[src/rtl/pi_encoder.sv]
// rtl/pi_encoder.sv - 8-level priority interrupt encoder with in-progress tracking
// Bit 0 is the highest priority on every level-indexed vector.
module pi_encoder (
  input  logic       clk,
  input  logic       rst_n,
  input  logic [0:7] req,
  input  logic [0:7] en,
  input  logic       ack,
  input  logic       dismiss,
  output logic       valid,
  output logic [0:2] level,
  output logic [0:7] inProgress,
  output logic       dismissErr
);

  typedef enum logic {
    IDLE  = 1'b0,
    OFFER = 1'b1
  } state_e;

  state_e     state_q;
  logic       valid_q;
  logic [0:2] level_q;
  logic [0:7] ip_q;
  logic [0:7] ip_d;
  logic       derr_q;
  logic       armed_q;

  logic [0:7] ceil_mask;
  logic [0:7] elig;
  logic       elig_any;
  logic [0:2] elig_idx;
  logic [0:7] ip_dismissed;
  logic       withdrawn;

  // Only levels above the highest one already in service may be offered.
  always_comb begin
    logic seen;
    seen      = 1'b0;
    ceil_mask = '1;
    for (int i = 0; i < 8; i++) begin
      if (ip_q[i]) seen = 1'b1;
      if (seen) ceil_mask[i] = 1'b0;
    end
  end

  assign elig     = req & en & ceil_mask;
  assign elig_any = |elig;

  always_comb begin
    elig_idx = 3'd0;
    for (int i = 7; i >= 0; i--) begin
      if (elig[i]) elig_idx = 3'(i);
    end
  end

  always_comb begin
    logic seen;
    seen         = 1'b0;
    ip_dismissed = ip_q;
    for (int i = 0; i < 8; i++) begin
      if (ip_q[i] && !seen) begin
        ip_dismissed[i] = 1'b0;
        seen            = 1'b1;
      end
    end
  end

  // Dismiss acts on the pre-ack view; a same-cycle ack then adds the new level.
  always_comb begin
    ip_d = ip_q;
    if (dismiss) ip_d = ip_dismissed;
    if (state_q == OFFER && ack) ip_d[level_q] = 1'b1;
  end

  assign withdrawn = !req[level_q] || !en[level_q];

  always_ff @(posedge clk or negedge rst_n) begin
    if (!rst_n) begin
      state_q <= IDLE;
      valid_q <= 1'b0;
      level_q <= 3'd0;
      ip_q    <= 8'h00;
      derr_q  <= 1'b0;
      armed_q <= 1'b0;
    end else begin
      armed_q <= 1'b1;
      ip_q    <= ip_d;
      derr_q  <= dismiss && (ip_q == 8'h00);
      case (state_q)
        IDLE: begin
          // The armed flag holds off offers until the second edge after reset.
          if (armed_q && elig_any) begin
            state_q <= OFFER;
            valid_q <= 1'b1;
            level_q <= elig_idx;
          end
        end
        OFFER: begin
          if (ack || withdrawn) begin
            state_q <= IDLE;
            valid_q <= 1'b0;
          end
        end
        default: begin
          state_q <= IDLE;
          valid_q <= 1'b0;
        end
      endcase
    end
  end

  assign valid      = valid_q;
  assign level      = level_q;
  assign inProgress = ip_q;
  assign dismissErr = derr_q;

endmodule

[config.mk]
export PLATFORM = sky130hd
export DESIGN_NAME = pi_encoder
export DESIGN_NICKNAME = d
export VERILOG_FILES = /design/src/rtl/pi_encoder.sv
export SDC_FILE = /design/constraint.sdc
export NUM_CORES = 1
export LEC_CHECK = 0
export ABC_AREA = 1
export BUFFER_PORTS_ARGS = -buffer_cell sky130_fd_sc_hd__buf_2
export CORE_MARGIN = 2
export CORE_UTILIZATION = 50
export DETAILED_ROUTE_END_ITERATION = 16
export PLACE_DENSITY = 0.88
export SLEW_MARGIN = 30
export SYNTH_ARGS = -nofsm -noshare
export SYNTH_HDL_FRONTEND = slang
export SYNTH_SLANG_ARGS = --single-unit
[constraint.sdc]
create_clock -name clk -period 2.68 [get_ports clk]
set_input_delay 0.536 -clock clk [delete_from_list [all_inputs] [get_ports clk]]
set_output_delay 0.536 -clock clk [all_outputs]
set_load 0.01 [all_outputs]
## After elaboration in Yosys (flattened, before gate mapping)

Cells that the tools add are included.

- Register bits: 15
- Input bits: 20
- Output and inout bits: 13
- Logic and storage cells: 94

- Magnitude comparators: 2
- Equality and inequality tests: 2
- Muxes and demuxes: 53
- Bitwise gates (word level): 5
- Reduce and logical (&&, ||, !) cells: 26

Operators by type and width:

| cell | count |
|---|---|
| $mux 1 | 38 |
| $mux 3 | 8 |
| $and 8x8->8 | 2 |
| $mux 8 | 2 |
| $logic_and 1x1->1 | 11 |
| $logic_not 1->1 | 9 |
| $logic_not 8->1 | 1 |
| $or 8x8->8 | 1 |
| $reduce_or 8->1 | 1 |
| $bmux 1 s3 | 2 |
| $ge 4x4->1 const B | 1 |
| $lt 4x1->1 const B | 1 |
| $not 3->4 | 1 |
| $pmux 1 s2 | 2 |
| $reduce_and 2->1 | 2 |
| $demux 1 s3 | 1 |
| $logic_or 1x1->1 | 2 |
| $ne 2x1->1 const B | 1 |
| $ne 2x2->1 const B | 1 |
| $not 1->1 | 1 |

## Depth between registers and ports, before layout

Gate-level depths: netlist of run 1.

- Depth in word-level cells: 25
- Mapped depth: 11
- Depth with buffers taken out: 11

## Least setup slack after synthesis of run 1

Ideal clock, no wire load.

- Kind: register to register
- Start point: reg ip_q, in the netlist inProgress[0]
- End point: reg level_q, in the netlist level[1]
- Arrival: 1,288 ps
- Data required time: 2,606 ps
- Path slack: 1,318 ps
- Cell stages (with the launch flop): 10
- Period minus slack after synthesis: 1,362 ps
- Cells stage by stage: dfrtp_1 > nor2_4 > nand3_2 > nor2_4 > o211ai_1 > nand2_1 > nand2_2 > nand2_2 > nand3_2 > o21ai_2

- Longest elaborated chain between the ends: 18

Ends and longest elaborated chain:

| what | RTL line | RTL |
|---|---|---|
| start, declared | 24 | `logic [0:7] ip_q;` |
| start signal, assigned | 88 | `ip_q <= ip_d;` |
| $mux 1 (*) | 42 | `if (ip_q[i]) seen = 1'b1;` |
| $mux 1 (7 in a row) | 42 |  |
| $mux 1 | 43 | `if (seen) ceil_mask[i] = 1'b0;` |
| $and 8x8->8 (*) | 47 | `assign elig = req & en & ceil_mask;` |
| $mux 3 (8 in a row) | 53 | `if (elig[i]) elig_idx = 3'(i);` |
| end signal, assigned | 96 | `level_q <= elig_idx;` |
| end, declared | 23 | `logic [0:2] level_q;` |

Mark *: on every way between the ends. The rest lies on a longest branch, timed or not.
A chain may end at the register's enable or synchronous reset.

## Worst setup path in the final report of run 1

- Start point: reg level_q, in the netlist level[2]
- End point: out level[2] in the netlist's numbering

RTL lines:

| what | RTL line | RTL |
|---|---|---|
| end, declared | 11 | `output logic [0:2] level,` |

No word-level cell between the ends.

==> implementation parameters, run 1 <==
Parameter                              Value

Outcome
  Result of the run    finished, final reports clean

Timing
  Number of endpoints failing setup at the final stage    0
  Post-layout min period    1.64 ns
  Hold Fails Final Rpt    0
  Clock skew    0.00380 ns
  Achievable clock frequency    609 MHz
  Minimum hold slack    0.129 ns
  Final Max Slew Viols    0
  Unrepaired setup endpoints after global routing    false
  Tcrit/Tclk final    61.2%
  Accumulated negative setup slack    0 ns

Logic synthesis
  Primary FF master, synth    sky130_fd_sc_hd__dfrtp_1
  Synth Net Count    155
  Ys Warns    0
  Number of flops mapped to enable cells by yosys    0
  Sequential share of the synthesized area    approximately 38%
  Cell types with the largest area share after synthesis    sky130_fd_sc_hd__dfrtp_1 (38%), sky130_fd_sc_hd__inv_1 (10%), sky130_fd_sc_hd__nand2_1 (9.1%)
  Share of flip-flops with an asynchronous set or reset after synthesis    100%
  Count leader, synth    sky130_fd_sc_hd__inv_1
  Cells after Synth    between 100 and 150
  Distinct cells, synth    27
  Number of synthesized register bits    15
  Syn_area_per_cell    7.36 sq um
  Synth cell count leaders    sky130_fd_sc_hd__inv_1 (27), sky130_fd_sc_hd__nand2_1 (24), sky130_fd_sc_hd__o21ai_0 (16)
  Mapped Area    993 sq um
  Area fraction of the dominant cell type after synthesis    a little under two fifths
  Post-synth top area cell    sky130_fd_sc_hd__dfrtp_1

Routing
  Number of nets with antenna violations after routing    0
  Routed via count    1035
  DRC violation total after the first TritonRoute iteration    41
  Final wirelength    2.59 mm
  Via-per-instance ratio    5.28
  Average wire per cell in the routed design    13.2 microns
  Iteration count of the initial detailed-routing pass    4
  # DRC    0

Critical path
  Levels on crit path    1
  Maximum fanout along the worst path    15
  Worst Reg2Reg Path Length in Cells    7
  Sum of buffers and inverters on the critical path    1
  WP data arrival    1.11 ns
  Slowest stage delay, CP    0.60 ns
  Highest-delay cell along the critical path    sky130_fd_sc_hd__dfrtp_1
  Slack of the worst reg-to-reg path    1.06 ns
  Largest delay contributor family on the critical path    flip-flops
  Worst endpoint required time    2.14 ns
  Startpoint class of the critical path    flip-flop
  Start-to-end type of the worst setup path    reg -> out
  Worst Setup End Kind    output port
  List of cells traversed by the critical path    buf_2

Clock network
  CTS max path bufs    2
  Sinks on Clock Net    15
  Number of levels in the clock H-tree    1
  Insertion delay of the later-clocked pin in the worst-skew pair    0.30 ns
  Count of cells resized by post-cts repair    0
  Clk slew on worst S/H paths    roughly 0.10 ns
  Clock tree from TritonCTS    built
  Number of buffers inserted by post-CTS setup repair    0
  Clock tree root driver cell    sky130_fd_sc_hd__clkbuf_4
  Hold buffer count at CTS    0
  Total clock buffers created by CTS    3

Die
  Die Ht    roughly 50 microns
  Placement Rows    16
  Effective utilization at floorplan    51.7%
  Number of placed I/O pins    33
  Die width    48.6 microns
  Die area    2360 sq um
  Core Box Area    1920 sq um

Global routing
  Antenna violations before repair    0
  Maximum number of pins on one net before global-route repair    16
  Total track usage    about 25%
  First-pass GRT wire length    4.49 mm
  Via count of the first global-routing pass    1012
  Overflow after GRT    0

Cells and area
  Fraction of layout cells with a size suffix above 1    32.5%
  Fill count    190
  Area delta synth->final    21.5%
  Number of nets in the final layout    190
  Total inserted antenna cells    0

Flow run
  Number of max-capacitance violations reported    0

Placement
  Half-perimeter wire length after detailed placement    2.12 mm
  Number of buffer cells added on primary ports    32
  Routability-driven placement congestion ratio    0.925

Pwr
  Largest vdd supply drop    0.000473 V
  Leakage component of the power    slightly below 0.7 nW
  Pwr per Cell Area    971 nW/um^2

Hold path
  Classification of the worst-slack hold path    in -> async
sequential cells by signal (all words and copies together), names as in the netlist:
name	count
state_q	1
dismissErr	1
armed_q	1
inProgress	8
valid	1
level	3
report_power, final:
group          switching [W]  internal [W]
Clock              0.0000840     0.0000569
Sequential         0.0000846      0.000298
Combinational       0.000409      0.000239
metrics by stage:
step | instance area (sq um) | util, % | worst slack (ns) | std cells | power (W)
3_3_place_gp | 1180 | 61.3 | 1.04 | 192 | 0.000999
2_1_floorplan | 993 | - | 1.32 | 135 | 0.000840
4_1_cts | 1210 | 62.8 | 1.05 | 196 | 0.00117
6_report | 1210 | 62.8 | 1.04 | 196 | 0.00117
3_5_place_dp | 1180 | 61.3 | 1.03 | 192 | 0.00103
5_1_grt | 1210 | 62.8 | 0.895 | 196 | 0.00128
cell usage in the layout, fill, tap and decap left out, drive strengths merged, types with 3 or more instances in the layout:
cell	synthesis	routed
buf	2	32
clkbuf	0	3
dfrtp	15	15
inv	28	28
nand2	29	29
nand3	6	6
nand4	3	3
nor2	14	14
nor3	3	3
o211ai	6	6
o21ai	18	18
path summary, 6_finish.rpt:
| check | start | to |
|---|---|---|
| worst min register to register | inProgress[7]$_DFF_PN0_ | dismissErr$_DFF_PN0_ |
| max in group asynchronous | rst_n | inProgress[2]$_DFF_PN0_ |
| worst max register to register | level[2]$_DFFE_PN0P_ | valid$_DFFE_PN0P_ |
| worst min-delay path | rst_n | dismissErr$_DFF_PN0_ |
| min in group clk | inProgress[7]$_DFF_PN0_ | dismissErr$_DFF_PN0_ |
| worst max-delay path | level[2]$_DFFE_PN0P_ | level[2] |
layout make-up:
cell class                      instances  area, sq um  area share [%]
Multi-Input combinational cell         90          503            41.7
Sequential cell                        15          375            31.1
Timing Repair Buffer                   32          160            13.3
Inverter                               28          105            8.70
Tap cell                               27         33.8            2.80
Clock buffer                            3         22.5            1.87
Clock inverter                          1         7.51           0.622
metal layers:
layer | GRT usage (%) | up-vias | routed length (microns)
li1 | - | 501 | -
met5 | 0 | - | 0
met4 | 7.14 | 0 | 31
met1 | 30.6 | 473 | 1100
met3 | 3.40 | 6 | 160
met2 | 44.4 | 55 | 1300
cells by family after synthesis:
family / share of synthesized area, %
compound gates: 19.3
flops: 37.8
simple gates: 31.0
buf+inv: 11.6
other cells: 0.377
Note: power is estimated with default switching activity, not from simulation.
==> inputs of run 2 (changes only) <==
Settings changed: CORE_UTILIZATION 50 to 44, PLACE_DENSITY 0.88 to 0.83.
Clock period 2.68 ns to 1.4 ns, I/O delays scaled along.
==> run 2 against run 1 <==
- the flow now finishes with violations (setup timing)
- sequential share of layout area fell by 2.8 points
- largest power group unchanged
- sequential cell count unchanged
- combinational power rose by 150%
- critical path type is now reg -> reg
- critical endpoint is now level[2]$_DFFE_PN0P_
- total power increased by 120%
- largest cell class unchanged
==> implementation parameters, run 2 (synthesis gave the netlist of run 1 again) <==
Parameter                              Value

Timing
  Unrepaired setup endpoints after global routing    true
  Accumulated negative setup slack    -0.364 ns (-0.364 ns)
  Number of endpoints failing setup at the final stage    5 (+5)
  Clock skew    0.0106 ns (+0.00677 ns)
  Setup ws final    -0.0919 ns (-1.13 ns)
  Post-layout min period    1.49 ns
  Tcrit/Tclk final    107%
  Final Max Slew Viols    0 (unchanged)
  Achievable clock frequency    670 MHz
  Hold Fails Final Rpt    0 (unchanged)

Routing
  Average wire per cell in the routed design    12.4 microns (-6.1%)
  Final wirelength    2.57 mm (-0.85%)
  Routed via count    1046 (+1.1%)
  Number of nets with antenna violations after routing    0 (unchanged)
  Via-per-instance ratio    5.05 (-4.3%)
  # DRC    0 (unchanged)
  DRC violation total after the first TritonRoute iteration    29 (-29%)
  Iteration count of the initial detailed-routing pass    4 (unchanged)

Clock network
  Insertion delay of the later-clocked pin in the worst-skew pair    0.29 ns (about the same)
  Clk slew on worst S/H paths    0.10 ns (about the same)
  Clock tree root driver cell    sky130_fd_sc_hd__clkbuf_4
  CTS max path bufs    2 (unchanged)
  Number of levels in the clock H-tree    1 (unchanged)
  Clock tree from TritonCTS    built
  Sinks on Clock Net    15 (unchanged)
  Total clock buffers created by CTS    3 (unchanged)

Critical path
  RR Startpoint    inProgress[1]$_DFF_PN0_
  Worst Reg2Reg Path Length in Cells    9 (+2)
  Worst endpoint required time    1.64 ns (-0.50 ns)
  Critical Path Start    inProgress[1]$_DFF_PN0_
  Worst r2r dst    level[2]$_DFFE_PN0P_
  WP data arrival    1.73 ns (+0.62 ns)
  Slack of the worst reg-to-reg path    -0.09 ns (-1.15 ns)
  Worst Setup End Kind    flip-flop
  Highest-delay cell along the critical path    sky130_fd_sc_hd__dfrtp_1
  Maximum fanout along the worst path    5 (-10)
  Slowest stage delay, CP    0.42 ns (-0.18 ns)
  Start-to-end type of the worst setup path    reg -> reg
  List of cells traversed by the critical path    nor2_4 -> nand4_1 -> nor2_2 -> nor2_2 -> nand2_2 -> nand2_4 -> a21oi_2 -> nand2_1 -> nand2_1
  Startpoint class of the critical path    flip-flop
  Capturing instance or port of the critical path    level[2]$_DFFE_PN0P_

Global routing
  Maximum number of pins on one net before global-route repair    16 (unchanged)
  Via count of the first global-routing pass    986 (-2.6%)
  Overflow after GRT    0 (unchanged)
  Total track usage    20.6% (-4.0 points)
  Antenna violations before repair    0 (unchanged)
  First-pass GRT wire length    4.07 mm (-9.4%)

Die
  Placement Rows    17 (+1)
  Core Box Area    2170 sq um (+13%)
  Die Ht    51.5 microns (+6.1%)
  Die area    2650 sq um (+12%)
  Number of placed I/O pins    33 (unchanged)
  Die width    51.5 microns (+6.1%)
  Effective utilization at floorplan    45.8% (-5.9 points)

Placement
  Number of buffer cells added on primary ports    32 (unchanged)
  Half-perimeter wire length after detailed placement    2.00 mm (-5.5%)
  Placement Cell Area    1210 sq um (+2.7%)
  Routability-driven placement congestion ratio    0.945 (+2.1%)

Cells and area
  Combined area of the multi-input logic cells    546 sq um (+8.5%)
  Total inserted antenna cells    0 (unchanged)
  Commonest cells after routing, fill and taps aside    sky130_fd_sc_hd__buf_2 (32), sky130_fd_sc_hd__inv_1 (26), sky130_fd_sc_hd__nand2_1 (22), sky130_fd_sc_hd__dfrtp_1 (15), sky130_fd_sc_hd__o21ai_0 (12)
  Most common cell after layout, fill and taps aside    sky130_fd_sc_hd__buf_2
  Area delta synth->final    33.4%
  Finished Core Util    61.1% (-1.8 points)
  Register Area    375 sq um (unchanged)
  Fraction of layout cells with a size suffix above 1    39.7% (+7.1 points)
  Fill count    198 (+4.2%)
  Number of nets in the final layout    200 (+5.3%)
  Number of flip-flops under the largest register name    8 (unchanged)
  Post-route design area    1330 sq um (+9.7%)

Outcome
  Result of the run    complete, but fails checks
  Violated checks    setup timing

Flow run
  Number of max-capacitance violations reported    0 (unchanged)

Hold path
  Classification of the worst-slack hold path    in -> reg

Pwr
  Power consumption    0.00256 W (+120%)
  Pwr per Cell Area    1930 nW/um^2 (+99%)
  Leakage component of the power    0.742 nW (+9.7%)
  Largest vdd supply drop    0.00125 V (+160%)
[run 2: cell count changes in the layout (fill, tap and decap cells not counted), sizes merged]
| cell | previous run | this run |
|---|---|---|
| clkinvlp | 1 | 0 |
| clkbuf | 3 | 4 |
| buf | 32 | 41 |
| dlygate4sd3 | 0 | 1 |
[run 2: layout make-up]
| cell class | instances | area share [%] |
|---|---|---|
| timing repair buffer | 42 | 17.9 |
| inverter | 28 | 7.93 |
| clock buffer | 4 | 1.98 |
| sequential | 15 | 28.3 |
| tap | 28 | 2.64 |
| multi-input combinational | 90 | 41.2 |
[run 2: worst max-delay path, delay by kind of cell, from the launching register on]
kind	cells	cell delay (ns)
and+or+nand+nor	8	0.88
AOI/OAI and AO/OA	1	0.13
DFF	1	0.42
[run 2: report_power, final]
part           leakage [nW]  internal (W)  switching [W]
combinational         0.531      0.000672       0.000930
clock                0.0150      0.000111       0.000143
sequential            0.196      0.000572       0.000130
[run 2: how the worst min path moves through the flow]
stage	depth (start not counted)	start	slack (ns)	endpoint
final	2	dismiss	0.23	inProgress[0]$_DFF_PN0_
after floorplan	0	rst_n	-0.02	armed_q$_DFF_PN0_
after global placement	1	rst_n	0.20	dismissErr$_DFF_PN0_
after CTS	2	dismiss	0.23	inProgress[0]$_DFF_PN0_
after global routing	2	dismiss	0.24	inProgress[0]$_DFF_PN0_
after detailed placement	1	rst_n	0.21	inProgress[5]$_DFF_PN0_
[run 2: metrics by stage]
| step | worst slack (ns) | std cells | hold slack, ns |
|---|---|---|---|
| final | -0.0919 | 207 | 0.229 |
| after global routing | -0.168 | 207 | 0.239 |
| after CTS | -0.0494 | 205 | 0.232 |
| after detailed placement | -0.0425 | 197 | 0.211 |
| after global placement | -0.0276 | 197 | 0.204 |
| after floorplan | 0.0384 | 135 | -0.0156 |
[run 2: what timing repair did]
item | 4_1_cts | 5_1_grt
hold buffers | 1 | 0
hold endpoints to repair | 15 | 0
buffers inserted | 3 | 2
resized for setup | 4 | 12
endpoints found under the setup margin | 5 | 5
pin swaps | 3 | 2
[run 2: layer usage]
layer	global-route usage (%)	routed length [microns]	share of wire [%]
met1	25.9	1090	42
met2	35.5	1230	48
met3	2.59	185	7.2
met4	8.33	63	2.5
met5	0	0	0
